--- src/rtl/music_ctrl_n.sv ---
// Playback controller: song selection, play/pause, player reset pulse,
// NewFrame synchronisation and a pausable beat divider.
module music_ctrl_n #(
  parameter int SONGS     = 4,
  parameter int SONG_BITS = 2,
  parameter int BEAT_DIV  = 1000,
  parameter int DIV_BITS  = 10
) (
  input  logic                 clk,
  input  logic                 reset,
  input  logic                 play_pause,
  input  logic                 next,
  input  logic                 prev,
  input  logic [1:0]           mode,
  input  logic                 song_done,
  input  logic                 NewFrame,
  output logic [SONG_BITS-1:0] song,
  output logic                 play,
  output logic                 reset_play,
  output logic                 sample_tick,
  output logic                 beat
);

  typedef enum logic [1:0] {
    ST_INIT    = 2'd0,
    ST_PAUSED  = 2'd1,
    ST_PLAYING = 2'd2,
    ST_LOAD    = 2'd3
  } state_t;

  localparam logic [SONG_BITS-1:0] LAST_SONG = SONG_BITS'(SONGS - 1);
  localparam logic [DIV_BITS-1:0]  LAST_CNT  = DIV_BITS'(BEAT_DIV - 1);
  localparam logic [1:0] MODE_SEQ      = 2'b00;
  localparam logic [1:0] MODE_REPEAT   = 2'b01;
  localparam logic [1:0] MODE_ALL_ONCE = 2'b10;
  localparam logic [1:0] MODE_SINGLE   = 2'b11;

  state_t               state_r;
  state_t               resume_r;
  logic [SONG_BITS-1:0] song_r;
  logic [DIV_BITS-1:0]  cnt_r;
  logic                 f1_r, f2_r, f3_r;
  logic                 next_only_s, prev_only_s;

  function automatic logic [SONG_BITS-1:0] song_inc(input logic [SONG_BITS-1:0] cur);
    return (cur == LAST_SONG) ? {SONG_BITS{1'b0}} : cur + SONG_BITS'(1);
  endfunction

  function automatic logic [SONG_BITS-1:0] song_dec(input logic [SONG_BITS-1:0] cur);
    return (cur == {SONG_BITS{1'b0}}) ? LAST_SONG : cur - SONG_BITS'(1);
  endfunction

  // next and prev together cancel each other
  assign next_only_s = next & ~prev;
  assign prev_only_s = prev & ~next;

  assign song        = song_r;
  assign play        = (state_r == ST_PLAYING);
  assign reset_play  = (state_r == ST_INIT) || (state_r == ST_LOAD);
  assign sample_tick = f2_r & ~f3_r;
  assign beat        = sample_tick & play & (cnt_r == LAST_CNT);

  // Control FSM: state, resume target and song index
  always_ff @(posedge clk or negedge reset) begin
    if (!reset) begin
      state_r  <= ST_INIT;
      resume_r <= ST_PAUSED;
      song_r   <= {SONG_BITS{1'b0}};
    end else begin
      case (state_r)
        ST_INIT: state_r <= ST_PAUSED;
        ST_PAUSED: begin
          if (next_only_s || prev_only_s) begin
            song_r   <= next_only_s ? song_inc(song_r) : song_dec(song_r);
            resume_r <= ST_PAUSED;
            state_r  <= ST_LOAD;
          end else if (play_pause) begin
            state_r <= ST_PLAYING;
          end else begin
            state_r <= ST_PAUSED;
          end
        end
        ST_PLAYING: begin
          if (next_only_s || prev_only_s) begin
            song_r   <= next_only_s ? song_inc(song_r) : song_dec(song_r);
            resume_r <= ST_PLAYING;
            state_r  <= ST_LOAD;
          end else if (song_done) begin
            state_r <= ST_LOAD;
            case (mode)
              MODE_SEQ: begin
                song_r   <= song_inc(song_r);
                resume_r <= ST_PLAYING;
              end
              MODE_REPEAT: resume_r <= ST_PLAYING;
              MODE_ALL_ONCE: begin
                song_r   <= song_inc(song_r);
                resume_r <= (song_r == LAST_SONG) ? ST_PAUSED : ST_PLAYING;
              end
              MODE_SINGLE: resume_r <= ST_PAUSED;
              default:     resume_r <= ST_PAUSED;
            endcase
          end else if (play_pause) begin
            state_r <= ST_PAUSED;
          end else begin
            state_r <= ST_PLAYING;
          end
        end
        ST_LOAD: state_r <= resume_r;
        default: state_r <= ST_INIT;
      endcase
    end
  end

  // NewFrame three-flop synchroniser and edge detect
  always_ff @(posedge clk or negedge reset) begin
    if (!reset) begin
      f1_r <= 1'b0;
      f2_r <= 1'b0;
      f3_r <= 1'b0;
    end else begin
      f1_r <= NewFrame;
      f2_r <= f1_r;
      f3_r <= f2_r;
    end
  end

  // Beat divider: holds phase while paused, restarts on every player reset
  always_ff @(posedge clk or negedge reset) begin
    if (!reset) begin
      cnt_r <= {DIV_BITS{1'b0}};
    end else if (reset_play) begin
      cnt_r <= {DIV_BITS{1'b0}};
    end else if (sample_tick && play) begin
      cnt_r <= (cnt_r == LAST_CNT) ? {DIV_BITS{1'b0}} : cnt_r + DIV_BITS'(1);
    end else begin
      cnt_r <= cnt_r;
    end
  end

endmodule

--- config.mk ---
export PLATFORM = sky130hd
export DESIGN_NAME = music_ctrl_n
export DESIGN_NICKNAME = d
export VERILOG_FILES = /design/src/rtl/music_ctrl_n.sv
export SDC_FILE = /design/constraint.sdc
export NUM_CORES = 1
export LEC_CHECK = 0
export CAP_MARGIN = 30
export CELL_PAD_IN_SITES_DETAIL_PLACEMENT = 0
export CELL_PAD_IN_SITES_GLOBAL_PLACEMENT = 2
export CORE_UTILIZATION = 36
export CTS_CLUSTER_SIZE = 40
export DETAILED_ROUTE_END_ITERATION = 6
export GPL_ROUTABILITY_DRIVEN = 0
export HOLD_SLACK_MARGIN = 0.06
export PLACE_DENSITY_LB_ADDON = 0.1
export SKIP_LAST_GASP = 1
export SLEW_MARGIN = 40
export SYNTH_ARGS = -nofsm -noshare
export SYNTH_HDL_FRONTEND = slang
export SYNTH_SLANG_ARGS = --single-unit
--- constraint.sdc ---
create_clock -name clk -period 2.8 [get_ports clk]
set_clock_uncertainty 0.05 [all_clocks]
set_input_delay 0.56 -clock clk [delete_from_list [all_inputs] [get_ports clk]]
set_output_delay 0.56 -clock clk [all_outputs]
set_load 0.005 [all_outputs]
======== Word level (Yosys, flattened, before mapping) ========
Cells that the tools add are included.
cells by class
  add/subtract/negate cells ............... 3
  equality and inequality tests ........... 11
  multiplexer cells ....................... 23
  bitwise operators ....................... 8
  reduce and logical (&&, ||, !) cells .... 12
operators with widths
  cell                                                                    number
  2-bit 2-to-1 mux                                                        16
  10-bit 2-to-1 mux                                                       3
  10-bit by 1-bit adder with 10-bit output (second input constant)        1
  10-bit equality test (second input constant)                            1
  2-bit equality test (second input constant)                             5
  2-bit one-hot mux with 2 select lines                                   2
  2-bit one-hot mux with 4 select lines                                   1
  2-bit zero test                                                         3
  3-bit by 2-bit != test with 1-bit output (second input constant)        2
  2-bit one-hot mux with 3 select lines                                   1
  1-bit AND                                                               5
  2-bit by 1-bit equality test with 1-bit output (second input constant)  2
  4-bit AND reduction                                                     1
  2-bit nonzero test                                                      2
  2-bit OR reduction                                                      2
  1-bit NOT                                                               3
  3-bit AND reduction                                                     1
  2-bit by 1-bit adder with 2-bit output (second input constant)          1
  1-bit logical OR                                                        2
  2-bit != test (second input constant)                                   1
  2-bit by 1-bit subtractor with 2-bit output (second input constant)     1
  1-bit logical AND                                                       1
word-level totals
  bits in registers ....................... 19

======== Depth between registers and ports, before layout ========
Gate-level depths: netlist (run 1).
  depth after elaboration ................. 6
  depth in mapped cells ................... 8

======== Worst setup path after synthesis (run 1) ========
OpenSTA, ideal clock, no wires.
  path kind ............................... reg-to-output
  start point ............................. reg state_r[0]
  end point ............................... out beat
  arrival time ............................ 1399 ps
  setup slack ............................. 791 ps
  cell stages (with the launch flop) ...... 7
  buffers on the path ..................... 2
  cell sequence ........................... dfrtp_1 -> inv_1 -> ha_1 -> buf_4 -> nand3b_1 -> buf_2 -> nor4_1
on the way
  longest elaborated chain between the ends .. 3
ends and longest elaborated chain
  item                      line  text
  start: declaration        38    state_t state_r;
  start signal: assignment  109   ST_LOAD: state_r <= resume_r;
  2-bit equality test       58    assign play = (state_r == ST_PLAYING);
  named net play            18    output logic play,
  1-bit AND (2 in series)   61    assign beat = sample_tick & play & (cnt_r == LAST_CNT);
  end: declaration          21    output logic beat
The timed path passes the listed nets, and every way through them passes these cells.

======== Final worst setup path (run 1) ========
  start point ............................. reg state_r[0]
  end point ............................... out beat
on the way
  longest elaborated chain between the ends .. 3
ends and longest elaborated chain
  item                     line
  2-bit equality test      58
  1-bit AND (2 in series)  61
No other way between the ends.

==> impl_metrics.env, run 1 <==
export IMPL_place_hpwl_um=1688
export IMPL_core_area_um2=2829
export IMPL_num_vias=869
export IMPL_drt_iter0_drc=21
export IMPL_syn_to_final_growth_pct=19.98
export IMPL_initial_utilization_pct=38.74
export IMPL_syn_area_per_cell_um2=9.531
export IMPL_die_width_um=57.18
export IMPL_worst_pin_slew_ns=0.3045
export IMPL_cts_buffers=3
export IMPL_vias_per_cell=5.267
export IMPL_layout_nets=152
export IMPL_synth_fa_ha_area_share_pct=9.132
export IMPL_r2r_slack_ns=1.06
export IMPL_cts_resized=0
export IMPL_fin_hold_ws_ns=0.3136
export IMPL_diodes=0
export IMPL_ios=15
export IMPL_period_needed_ns=2.554
export IMPL_p_leak_nw=0.5559
export IMPL_crit_type="flip-flop to primary output"
export IMPL_post_cts_buffers=0
export IMPL_synthesis_nets=132
export IMPL_power_density_nw_per_um2=770.5
export IMPL_crit_slowest_cell="clkdlybuf4s50_1"
export IMPL_pwr_share_clk_pct=13.6
export IMPL_final_cell_mix="dfrtp_1, clkdlybuf4s50_1, nand2_1, nor2_1, inv_1"
export IMPL_yosys_top_cells_area="dfrtp_1, ha_1, xnor2_1, nand2_1, nor2_1"
export IMPL_grt_overflow=0
export IMPL_totalWireLength_um=2205
export IMPL_synthesis_area_um2=1096
export IMPL_start_kind="flip-flop"
export IMPL_yosysWarnings=0
export IMPL_drc=0
export IMPL_slew_headroom_pct=79.66
export IMPL_clk_pin_slew_ns=0.11
export IMPL_critPathMaxFanout=3
export IMPL_synth_cell_types=31
export IMPL_antenna_found_initial=0
export IMPL_clockBufferDepth=2
export IMPL_hold_viol_final=0
export IMPL_path_cells="inv_1, ha_1, nand3b_1, nor4_1, clkdlybuf4s50_1"
export IMPL_finalSetupTns_ns=0
export IMPL_synth_seq_cells=19
export IMPL_p_comb_share_pct=50.3
export IMPL_cp_buffers_inverters=2
export IMPL_status="completed"
export IMPL_die_area_um2=3269
export IMPL_synth_top_family_by_area="simple AND/OR/NAND/NOR gates"
export IMPL_ir_worst_vdd_mv=0.4367
export IMPL_synthXorXnorAreaFrac_pct=6.393
export IMPL_first_pass_iters=4
export IMPL_post_route_cells_drive_above_1_share_pct=9.701
export IMPL_hp_class="flip-flop to flip-flop"
export IMPL_synth_compound_area_share_pct=16.10
export IMPL_cts_root_buf="clkbuf_4"
export IMPL_grt_max_degree=20
export IMPL_setup_viol=0
export IMPL_cts_tree="built"
export IMPL_cp_data_arrival_time_ns=1.94
export IMPL_grt_pass1_wl_um=3946
export IMPL_routedWlPerCell_um=13.36
export IMPL_io_buffers=14
export IMPL_synth_top_area_share_pct=41.10
export IMPL_path_delay_family="buffers and inverters"
export IMPL_h_tree_depth=1
export IMPL_num_rows=19
export IMPL_drv_slew=0
export IMPL_grt_pass1_vias=902
export IMPL_cpPeakStageDelay_ns=0.56
export IMPL_switchingPower_mw=0.3972
export IMPL_die_h_um=57.18
export IMPL_ys_seq_area_share_pct=43.49
export IMPL_rsz0062_at_grt="false"
export IMPL_setup_worst_path_end_class="primary output"
export IMPL_syn_instance_count=115
export IMPL_insertion_delay_ns=0.29
export IMPL_power_internal_mw=0.6159
export IMPL_max_freq_mhz=391.5
export IMPL_synth_mux_area_share_pct=0.9132
export IMPL_cts_hold_buf=0
export IMPL_seqPwrFrac_pct=36.2
export IMPL_fin_crit_sh_pct=91.23
export IMPL_layout_commonest_cell="dfrtp_1"
export IMPL_postRouteAntennaNets=0
export IMPL_maxCapViolations=0
export IMPL_sw_frac_of_total_pct=39.21
export IMPL_cp_required_ns=2.19
export IMPL_track_usage_pct=15.80
export IMPL_synth_largest_area_cell="dfrtp_1"
export IMPL_cts_sinks=19
export IMPL_synth_simple_gate_area_share_pct=19.06
-- cell type report --
type / instances / area, um2
timing repair buffer: 18 / 170.2
inverter: 10 / 37.54
clock buffer: 4 / 26.28
tap: 31 / 38.79
sequential: 19 / 476.7
fill: 288 / 1514
multi-input combinational: 83 / 565.5
-- kinds of logic after synthesis --
logic type | count (synthesis)
simple gates | 41
compound gates | 25
flops | 19
buf+inv | 13
xor+xnor | 8
fa+ha+maj | 8
mux | 1
-- Yosys cell counts, drive strengths merged --
cell type / number
o211ai: 2
nand2: 11
nor2b: 1
mux2i: 1
nor4: 3
nand3: 5
nand2b: 3
dfstp: 1
nand4: 3
inv: 10
nand3b: 2
a2bb2oi: 1
and3: 1
a31oi: 2
a211oi: 4
a21oi: 7
o221ai: 1
xnor2: 8
ha: 8
o21ai: 6
nor2: 11
dfrtp: 18
buf: 3
a2111oi: 1
or4: 1
o31a: 1
-- routing by layer --
layer | vias to the layer above | part of all wire (%) | GRT usage, %
met5 | - | 0 | 0
met4 | 0 | 0.59 | 3.136
met3 | 2 | 2.9 | 4.989
met2 | 11 | 42 | 24.54
met1 | 419 | 54 | 21.84
li1 | 437 | - | -
-- flip-flops by register name, indices dropped and copies added (netlist names) --
signal and count:
resume_r 2, f3_r 1, song 2, f1_r 1, f2_r 1, state_r 2, cnt_r 10
-- stage by stage --
step	power (mW)	setup slack [ns]	cells	util (%)	area [um2]
global route	1.113	0.1057	165	46.48	1315
floorplan	0.7002	0.7912	115	-	1096
CTS	1.029	0.2253	165	46.48	1315
finish	1.013	0.2457	165	46.48	1315
detailed placement	0.8853	0.5834	161	45.56	1289
global placement	0.8843	0.6099	161	45.56	1289
-- worst paths after layout --
kind / from / end / cells past startpoint
max: state_r[0] / beat / 5
min: f1_r / f2_r / 0
max reg2reg: state_r[0] / cnt_r[7] / 7
min reg2reg: f1_r / f2_r / 0
max in group asynchronous: reset / resume_r[0] / 2
min in group asynchronous: reset / resume_r[1] / 2
-- power groups by stage --
stage               clock network, mW  registers (mW)  logic [mW]
floorplan                           0           0.363       0.337
CTS                             0.145           0.368       0.516
global placement                    0           0.371       0.513
detailed placement                  0           0.372       0.513
global route                    0.158           0.374       0.580
finish                          0.137           0.366       0.509
Power figures use the tool's default switching activity.
==> inputs of run 2 (changes only) <==
- TNS_END_PERCENT: not set -> 5
==> results of run 2 <==
Final layout, timing and power as in run 1 (identical DEF).
